**src/rtl/sr_mem_arbiter.sv**
```systemverilog
// Round-robin arbiter sharing one memory request/response port among N_REQ requesters.
// One transaction in flight: grant in IDLE, forward in REQ, await response in RESP.
module sr_mem_arbiter #(
  parameter int N_REQ      = 2,
  parameter int ADDR_WIDTH = 16,
  parameter int DATA_WIDTH = 32,
  parameter int GNT_W      = $clog2(N_REQ)
) (
  input  logic                                  clk,
  input  logic                                  rst_n,
  input  logic [N_REQ-1:0]                      req_wr_i,
  input  logic [N_REQ-1:0][ADDR_WIDTH-1:0]      req_addr_i,
  input  logic [N_REQ-1:0][DATA_WIDTH-1:0]      req_wdata_i,
  input  logic [N_REQ-1:0]                      req_valid_i,
  output logic [N_REQ-1:0]                      req_ready_o,
  output logic [N_REQ-1:0]                      resp_valid_o,
  input  logic [N_REQ-1:0]                      resp_ready_i,
  output logic [DATA_WIDTH-1:0]                 resp_rdata_o,
  output logic                                  mem_wr_o,
  output logic [ADDR_WIDTH-1:0]                 mem_addr_o,
  output logic [DATA_WIDTH-1:0]                 mem_wdata_o,
  output logic                                  mem_req_valid_o,
  input  logic                                  mem_req_ready_i,
  input  logic                                  mem_resp_valid_i,
  output logic                                  mem_resp_ready_o,
  input  logic [DATA_WIDTH-1:0]                 mem_rdata_i,
  output logic [GNT_W-1:0]                      grant_o,
  output logic                                  busy_o
);

  typedef enum logic [1:0] {IDLE, REQ, RESP} state_t;

  state_t           state;
  logic [GNT_W-1:0] grant;
  logic [GNT_W-1:0] ptr;
  logic [GNT_W-1:0] arb_idx;
  logic [GNT_W-1:0] cand;
  logic [GNT_W:0]   scan;
  logic             arb_found;

  // Scan ptr, ptr+1, ... with an explicit wrap so non-power-of-2 N_REQ works.
  always_comb begin
    arb_found = 1'b0;
    arb_idx   = ptr;
    scan      = '0;
    cand      = '0;
    for (int unsigned i = 0; i < N_REQ; i++) begin
      scan = {1'b0, ptr} + (GNT_W+1)'(i);
      if (scan >= (GNT_W+1)'(N_REQ))
        scan = scan - (GNT_W+1)'(N_REQ);
      cand = scan[GNT_W-1:0];
      if (!arb_found && req_valid_i[cand]) begin
        arb_found = 1'b1;
        arb_idx   = cand;
      end
    end
  end

  always_ff @(posedge clk or negedge rst_n) begin
    if (!rst_n) begin
      state <= IDLE;
      grant <= '0;
      ptr   <= '0;
    end else begin
      case (state)
        IDLE: begin
          if (arb_found) begin
            grant <= arb_idx;
            state <= REQ;
          end
        end
        REQ: begin
          if (req_valid_i[grant] && mem_req_ready_i)
            state <= RESP;
        end
        RESP: begin
          if (mem_resp_valid_i && resp_ready_i[grant]) begin
            state <= IDLE;
            if (grant == GNT_W'(N_REQ - 1))
              ptr <= '0;
            else
              ptr <= grant + GNT_W'(1);
          end
        end
        default: state <= IDLE;
      endcase
    end
  end

  always_comb begin
    req_ready_o      = '0;
    resp_valid_o     = '0;
    mem_wr_o         = 1'b0;
    mem_addr_o       = '0;
    mem_wdata_o      = '0;
    mem_req_valid_o  = 1'b0;
    mem_resp_ready_o = 1'b0;
    case (state)
      REQ: begin
        mem_req_valid_o    = req_valid_i[grant];
        mem_wr_o           = req_wr_i[grant];
        mem_addr_o         = req_addr_i[grant];
        mem_wdata_o        = req_wdata_i[grant];
        req_ready_o[grant] = mem_req_ready_i;
      end
      RESP: begin
        resp_valid_o[grant] = mem_resp_valid_i;
        mem_resp_ready_o    = resp_ready_i[grant];
      end
      default: ;
    endcase
  end

  assign resp_rdata_o = mem_rdata_i;
  assign grant_o      = grant;
  assign busy_o       = (state != IDLE);

endmodule

```
**config.mk**
```make
export PLATFORM = sky130hd
export DESIGN_NAME = sr_mem_arbiter
export DESIGN_NICKNAME = d
export VERILOG_FILES = /design/src/rtl/sr_mem_arbiter.sv
export SDC_FILE = /design/constraint.sdc
export NUM_CORES = 1
export LEC_CHECK = 0
export BUFFER_PORTS_ARGS = -buffer_cell sky130_fd_sc_hd__buf_2
export CAP_MARGIN = 20
export CORE_AREA = 2 2 88 90
export DETAILED_ROUTE_END_ITERATION = 10
export DIE_AREA = 0 0 90 92
export GPL_TIMING_DRIVEN = 1
export PLACE_DENSITY_LB_ADDON = 0.3
export SLEW_MARGIN = 10
export SYNTH_ARGS = -nofsm -noshare
export SYNTH_HDL_FRONTEND = slang
export SYNTH_SLANG_ARGS = --single-unit
```
**constraint.sdc**
```tcl
create_clock -name clk -period 1.2 [get_ports clk]
set_input_delay 0.06 -clock clk [delete_from_list [all_inputs] [get_ports clk]]
set_output_delay 0.06 -clock clk [all_outputs]
set_load 0.005 [all_outputs]
```
# Word level (Yosys, flattened, before mapping)
# Index checks and enable logic that the tools add are counted.
[op_classes]
reduce_logical = 10
n_eq_ne = 5
n_lt_le_gt_ge = 6
n_shift = 0
n_mul = 0
add_sub_neg = 4
n_div = 0
muxes = 34
bitwise = 2
[ops]
columns = ["cell", "count"]
rows = [
  ["$mux 32", 3],
  ["$mux 16", 3],
  ["$mux 1", 21],
  ["$mux 2", 5],
  ["$lt 1x2->1 const B", 3],
  ["$ne 2x2->1 const B", 3],
  ["$pmux 2 s3", 1],
  ["$and 2x2->2", 2],
  ["$logic_and 1x1->1", 4],
  ["$reduce_and 2->1", 2],
  ["$reduce_and 3->1", 1],
  ["$add 1x1->2 const B", 1],
  ["$eq 2x1->1 const B", 1],
  ["$eq 2x2->1 const B", 1],
  ["$ge 1x2->1 const B", 1],
  ["$ge 2x2->1 const B", 1],
  ["$logic_not 2->1", 1],
  ["$reduce_bool 2->1", 1],
  ["$sub 1x1->1 const B", 2],
  ["$add 1x1->1 const B", 1],
  ["$demux 1 s1", 1],
  ["$ge 1x1->1 const B", 1],
  ["$logic_not 1->1", 1],
]
[totals]
romBits = 0
latchBits = 0
ff_bits = 4
wordCells = 64
mem_count = 0
in_bits = 138
out_inout_bits = 89
ramBits = 0

# Depth between registers and ports, before layout
# Gate-level depths: netlist of the first run.
[depth]
ltp_word = 10
ltp_mapped = 4
depth_no_buf = 3

# Worst setup path before layout of the first run
# No wires, ideal clock.
[synth_path]
path_type = "register to register"
start = "reg grant (netlist: grant_o)"
end = "reg state[0]"
n_path_buf = 0
period_less_slack_ps = 1073
slack_ps = 127
setup_time_ps = 99
arrival_time_ps = 973
path_stages_with_launch = 3
cell_sequence = "dfrtp_1 > mux2_4 > a311oi_1"
[synth_via]
elab_chain_cells = 5
word_cells_on_any_way = 9
cone_classes = "eq/ne (2); mux (4); reduce/logical (3)"
[synth_lines]
columns = ["item", "line_no", "source"]
rows = [
  ["start, declared", "34", "logic [GNT_W-1:0] grant;"],
  ["start signal, assigned", "68", "grant <= arb_idx;"],
  ["$mux 1 (on tied branches) (2 in a row)", "77, 73", ""],
  ["$logic_and 1x1->1 (on tied branches)", "77, 73", ""],
  ["$ne 2x2->1 (no source line)", "n/a", ""],
  ["$reduce_and 3->1 (no source line) (*)", "n/a", ""],
  ["end signal, assigned", "74", "state <= RESP;"],
  ["end signal, assigned", "78", "state <= IDLE;"],
  ["end signal, assigned", "85", "default: state <= IDLE;"],
  ["end, declared", "33", "state_t state;"],
]
# Every way passes the cells marked *; elsewhere a longest branch is shown, timed or not. The select of a mux whose other input is x is not followed.
# A chain may end at the register's enable or synchronous reset.

# Worst setup path in the final report of the first run
[layout_path]
start = "reg grant (netlist: grant_o)"
end = "out mem_req_valid_o"
[layout_via]
elab_chain_cells = 3
[layout_lines]
columns = ["item", "line_no", "source"]
rows = [
  ["$mux 1 (implied by the code) (2 in a row)", "100", "mem_req_valid_o = req_valid_i[grant];"],
  ["$mux 1", "98", "case (state)"],
  ["end, declared", "22", "output logic mem_req_valid_o,"],
]
# Every way passes these cells. The select of a mux whose other input is x is not followed.

==> results.md, run 1 <==
* Initial antenna violation count at 0
* Worst Setup Path Type: flop to primary output
* Vias per inst at 4.03
* Maximum clock path buffer count at 2
* Worst-path clk slew at ~0.030 ns
* Antenna fix cells at 0
* Synthesized net count at 311
* Post-synthesis cell count at between 150 and 200
* Routability Congestion at 0.772
* GRT Resource Usage Total at 0.107
* Final min period at 1.39 ns
* Residual DRC at 0
* Ports at around 230
* Vias in the first global route at 1604
* # port buffers at 162
* CP max FO at 7
* Worst setup margin at -0.195 ns
* Failing checks: negative setup slack
* Number of buffers created by CTS at 3
* Crit path DAT at 1.33 ns
* Clock skew at between 0.0015 and 0.002 ns
* Final nets at 450
* Max-cap violations at 0
* Grt total ovfl at 0
* Crit-path cells: buf_12 > mux2_4 > and2_4 > buf_6
* Area Overhead vs Synth at 73.9%
* DRT Wirelength at 5260 um
* Power Total at ~4900 uW
* Crit. End Element: primary output
* First-pass GRT wire length at 7410 um
* Root Buffer: clkbuf_8
* Yosys warns at 0
* Clk sinks at 4
* TritonCTS clock tree: done
* Worst slew pin tran at ~0.18 ns
* Skew-Pair Late Insertion Delay at roughly 0.22 ns
* Final Max Tran Viols at 0
* Peak Freq at 717 MHz
* Synth cell types at 21
* FP Rows at 32
* Slowest-stage cell, CP: dfrtp_2
* Hpwl dp at 3930 um
* Peak VDD IR at 1.16 mV
* Worst setup SP type: flop
* DR WL/cell at 12.7 um
* Placed cell areas at 1950 um^2
* Post-route cell area at between 2000 and 2500 um^2
* Final Hold Fails at 0
* First-pass detailed-route iteration total at 4
* Die height at around 92 um
* Syn Std Cell Area at 1310 um^2
* Status: complete, but fails checks
* Die area at about 8300 um^2
* Cell family with most CP delay: flip-flops
* Remaining antenna violation count after routing at 0
* Final Cycle Share at 1.16
* Crit path buf inv count at 2
* Share of cells above drive strength 1 at 0.640
* Chip Width at 90 um
* Critical Path Max Stage Delay at 0.41 ns
* Unrepaired setup endpoints after global routing: yes
* Via count at 1666
* Sequential fraction of the synthesis area at 0.0765
* H-tree levels at 1
* Initial DRC Count at 31
* Leak Pwr at 0.00131 uW
* Worst hold path type: primary input to flop
* Seq cells post-synth at 4
* Total power divided by cell area at 2160 nW/um^2
* # setup viols final at 57
* Syn avg cell area at 7.57 um^2
* Initial Utilization at 0.176
* Largest net degree at the start of global routing at 29
* Core Footprint at 7450 um^2
* Slew Limit Headroom at 0.879
* CP required at around 1.1 ns
==> report_power, final <==
group          internal [uW]  switching, uW  total (uW)
registers                197           95.4         293
logic                   2390           1920        4310
clock network            228           79.5         307
total                   2820           2090        4910
==> cells by family after synthesis <==
group,Yosys count,share of synthesized area
and+or+nand+nor,67,0.211
muxes,51,0.394
AOI/OAI and AO/OA,7,0.0315
buffers and inverters,44,0.287
DFF,4,0.0765
==> worst paths after layout <==
| path | startpoint | endpoint | slack, ns | cells after the start |
|---|---|---|---|---|
| max in group asynchronous | rst_n | state[1]$_DFFE_PN0P_ | 0.89 | 2 |
| max reg2reg | grant_o$_DFFE_PN0P_ | state[0]$_DFFE_PN0P_ | -0.12 | 4 |
| min | req_valid_i[0] | grant_o$_DFFE_PN0P_ | 0.06 | 2 |
| min in group asynchronous | rst_n | ptr$_DFFE_PN0P_ | 0.18 | 2 |
| max | grant_o$_DFFE_PN0P_ | mem_req_valid_o | -0.19 | 4 |
| min reg2reg | state[1]$_DFFE_PN0P_ | state[0]$_DFFE_PN0P_ | 0.52 | 1 |
==> per-layer routing <==
metal  global-route usage  vias to the layer above  routed length [um]  share of wire
met5                    0                        -                   0              0
met2                0.207                      111                2690           0.51
li1                     -                      819                   -              -
met4               0.0526                        0                 157          0.030
met1                0.107                      716                1900           0.36
met3               0.0255                       20                 513          0.098
==> repair_timing <==
item,4_1_cts,5_1_grt
endpoints found under the setup margin,54,60
buffers inserted,5,2
gates cloned,1,3
hold endpoints to repair,4,0
hold buffers,1,0
pin swaps,1,4
gates resized for setup,16,16
==> Yosys cell counts <==
| library cell | count | area (um^2) |
|---|---|---|
| buf_4 | 34 | 255 |
| buf_2 | 2 | 10.0 |
| nor3_1 | 1 | 5.00 |
| a31oi_1 | 2 | 12.5 |
| and2_1 | 1 | 6.26 |
| buf_6 | 2 | 22.5 |
| mux2i_1 | 50 | 500 |
| o21ai_0 | 2 | 10.0 |
| nand3_1 | 1 | 5.00 |
| a311oi_1 | 1 | 8.76 |
| buf_12 | 4 | 80.1 |
| clkbuf_1 | 1 | 3.75 |
| nor2_1 | 53 | 199 |
| nand2_1 | 4 | 15.0 |
| mux2_4 | 1 | 15.0 |
| nor2b_1 | 3 | 18.8 |
| dfrtp_1 | 4 | 100 |
| and3_2 | 2 | 15.0 |
| inv_1 | 1 | 3.75 |
| a21oi_1 | 2 | 10.0 |
| nand2b_1 | 2 | 12.5 |
==> layout by cell type, fill, tap and decap left out, drive strengths merged <==
cell type    Yosys  final
nor3             1      1
a311oi           1      1
a31oi            2      2
buf             42    173
mux2             1      1
o21ai            2      2
dfrtp            4      4
mux2i           50     50
nor2b            3      3
inv              1      1
nand3            1      1
nand2b           2      2
and3             2      2
dlygate4sd3      0      1
nand2            4      4
clkbuf           1      7
and2             1      1
nor2            53     53
a21oi            2      2
==> area by class of cell <==
| type | count | area [um^2] |
|---|---|---|
| fill | 814 | 5170 |
| timing repair buffer | 177 | 1080 |
| multi-input combinational | 125 | 915 |
| tap | 102 | 128 |
| sequential | 4 | 104 |
| clock buffer | 4 | 45.0 |
| inverter | 1 | 3.75 |
==> sequential cells by signal (all words and copies together), names as in the netlist <==
name     cells
grant_o      1
ptr          1
state        2
==> per-stage QoR <==
stage	setup TNS [ns]	cells	hold WS (ns)	setup WS, ns	util
2_1_floorplan	0	173	-0.236	0.127	-
3_3_place_gp	-0.0741	399	-0.128	-0.0443	0.262
3_5_place_dp	-0.102	399	-0.127	-0.0544	0.262
4_1_cts	-9.87	410	0.0530	-0.221	0.287
5_1_grt	-10.43	413	0.0649	-0.225	0.306
6_report	-7.03	413	0.0637	-0.195	0.306
(Power assumes the default switching activity.)
==> inputs of run 2 (changes only) <==
Settings changed: CELL_PAD_IN_SITES_DETAIL_PLACEMENT set to 1, CELL_PAD_IN_SITES_GLOBAL_PLACEMENT set to 2, CORE_AREA 2 2 88 90 to unset, CORE_MARGIN set to 2, CORE_UTILIZATION set to 11, DIE_AREA 0 0 90 92 to unset.
==> results.md, run 2 (synthesized netlist as in run 1, its figures left out) <==
* Skew-Pair Late Insertion Delay at 0.23 ns (about the same)
* Worst-path clk slew at 0.03 ns (about the same)
* H-tree levels at 1 (unchanged)
* Final nets at 446 (-0.89%)
* Via count at 1669 (+0.18%)
* R2R Path Start: grant_o$_DFFE_PN0P_
* Status: complete, but fails checks
* Hpwl dp at 4420 um (+12%)
* Reg power frac at 0.073 (+0.013)
* Clk pwr share at 0.112 (+0.049)
* Worst setup SP type: flop
* Crit. End Element: primary output
* Max FFs per register at 2 (unchanged)
* Initial Utilization at 0.114 (-0.0621)
* Worst setup margin at -0.222 ns (-0.0267 ns)
* Stages on the worst setup path at 3 (-1)
* Net Sw Power at 2100 uW (+0.47%)
* Most frequent cells in the layout: buf_2 (159), nor2_1 (51), mux2i_1 (48)
* Finished Layout Cells at 450 (+9.0%)
* Final Hold Fails at 0 (unchanged)
* Number of buffers created by CTS at 3 (unchanged)
* Crit path buf inv count at 1 (-1)
* FP Rows at 39 (+22%)
* TritonCTS clock tree: done
* Grt total ovfl at 0 (unchanged)
* Unrepaired setup endpoints after global routing: yes
* Ports at 227 (unchanged)
* Die height at 113 um (+23%)
* Vias in the first global route at 1696 (+5.7%)
* Clock skew at 0.00324 ns (+0.00168 ns)
* CP required at 1.14 ns (about the same)
* Dpl cells at 440 (+10%)
* Chip Width at 113 um (+26%)
* Crit path DAT at 1.36 ns (+0.03 ns)
* Worst r2r dst: state[0]$_DFFE_PN0P_
* Combinational share of power at 0.815 (-0.063)
* Largest net degree at the start of global routing at 30 (+3.4%)
* Maximum clock path buffer count at 2 (unchanged)
* Worst slew pin tran at 0.216 ns (+0.0402 ns)
* Critical Path Max Stage Delay at 0.55 ns (+0.14 ns)
* Internal power at 2760 uW (-2.1%)
* Sw Share at 0.433 (+0.00641)
* Cell family with most CP delay: flip-flops
* Reg2reg setup slack at -0.13 ns (about the same)
* Total power divided by cell area at 2150 nW/um^2 (-0.53%)
* Peak Freq at 703 MHz (-1.9%)
* Multi-input gate area at 893 um^2 (-2.3%)
* Setup crit start: grant_o$_DFFE_PN0P_
* Setup TNS at -9.60 ns (-2.57 ns)
* Slowest-stage cell, CP: dfrtp_4
* Crit-path cells: mux2_4 > and2_4 > buf_6
* Worst hold path type: primary input to flop
* # port buffers at 162 (unchanged)
* Antenna fix cells at 0 (unchanged)
* Clk sinks at 4 (unchanged)
* Vias per inst at 3.71 (-8.1%)
* Slew Limit Headroom at 0.855 (-0.0246)
* Failing checks: design-rule violations, negative setup slack
* Worst Setup Path Type: flop to primary output
* Layout fillers at 1452 (+78%)
* CP Capture Point: mem_req_valid_o
* Area Overhead vs Synth at 73.0%
* Remaining antenna violation count after routing at 0 (unchanged)
* Worst-case reg-to-reg path depth at 3 (-1)
* Core Footprint at 11500 um^2 (+55%)
* GRT Resource Usage Total at 0.0757 (-0.0315)
* Root Buffer: clkbuf_16
* First-pass GRT wire length at 8040 um (+8.5%)
* Most common cell after layout, fill and taps aside: buf_2
* Initial antenna violation count at 0 (unchanged)
* Leak Pwr at 0.00130 uW (-1.1%)
* DRT Wirelength at 5700 um (+8.4%)
* Residual DRC at 15 (+15)
* Pre-CTS WS at -0.00972 ns (+0.0447 ns)
* CP max FO at 6 (-1)
* Share of cells above drive strength 1 at 0.625 (-0.0145)
* Final Cycle Share at 1.18 (+0.0223)
* Peak VDD IR at 0.620 mV (-47%)
* Max-cap violations at 0 (unchanged)
* # setup viols final at 57 (unchanged)
* Seq. cell area at 106 um^2 (+2.4%)
* Final min period at 1.42 ns (+0.0268 ns)
* Initial DRC Count at 39 (+26%)
* Die area at 12800 um^2 (+54%)
* Power Total at 4860 uW (-1.0%)
* Top reg by flops: state
* DR WL/cell at 12.7 um (-0.53%)
* Final Max Tran Viols at 0 (unchanged)
* Routability Congestion at 0.734 (-4.9%)
* First-pass detailed-route iteration total at 7 (+3)
-- run 2: final cells by class --
cell class	instances	share of cell area
Multi-Input combinational cell	125	0.394
Inverter	1	0.00166
Clock buffer	4	0.0348
Sequential cell	4	0.0470
Tap cell	143	0.0790
Timing Repair Buffer	173	0.443
-- run 2: how the worst min path moves through the flow --
stage                   start                   to  slack, ns  depth (start not counted)
2_1_floorplan           rst_n  grant_o$_DFFE_PN0P_      -0.24                          0
4_1_cts        req_valid_i[0]  grant_o$_DFFE_PN0P_       0.05                          2
3_5_place_dp            rst_n      ptr$_DFFE_PN0P_      -0.12                          1
5_1_grt        req_valid_i[0]  grant_o$_DFFE_PN0P_       0.06                          2
3_3_place_gp            rst_n      ptr$_DFFE_PN0P_      -0.13                          1
6_report       req_valid_i[0]  grant_o$_DFFE_PN0P_       0.05                          2
-- run 2: per-layer routing --
layer,vias up,wire length (um),GRT usage
li1,812,-,-
met1,733,2070,0.0866
met2,105,2830,0.137
met3,19,623,0.0123
met4,0,170,0.0358
met5,-,0,0
-- run 2: metrics by stage --
| stage | instance area [um^2] | hold slack [ns] | util |
|---|---|---|---|
| 6_report | 2260 | 0.0513 | 0.197 |
| 2_1_floorplan | 1310 | -0.236 | - |
| 4_1_cts | 2160 | 0.0519 | 0.187 |
| 3_3_place_gp | 2020 | -0.126 | 0.175 |
| 3_5_place_dp | 2020 | -0.124 | 0.175 |
| 5_1_grt | 2260 | 0.0618 | 0.197 |
-- run 2: power by group through the flow --
stage	Clock, uW	Sequential, uW	Combinational, uW
global placement	0	297	3610
global route	562	376	4400
CTS	555	307	3750
finish	543	357	3960
floorplan	0	251	2390
detailed placement	0	299	3610
-- run 2: what timing repair did --
item / 4_1_cts / 5_1_grt
hold endpoints to repair: 4 / 0
pin swaps: 1 / 1
gates resized for setup: 10 / 12
endpoints found under the setup margin: 57 / 58
cloned: 0 / 2
buffers inserted: 2 / 1
hold buffers: 1 / 0
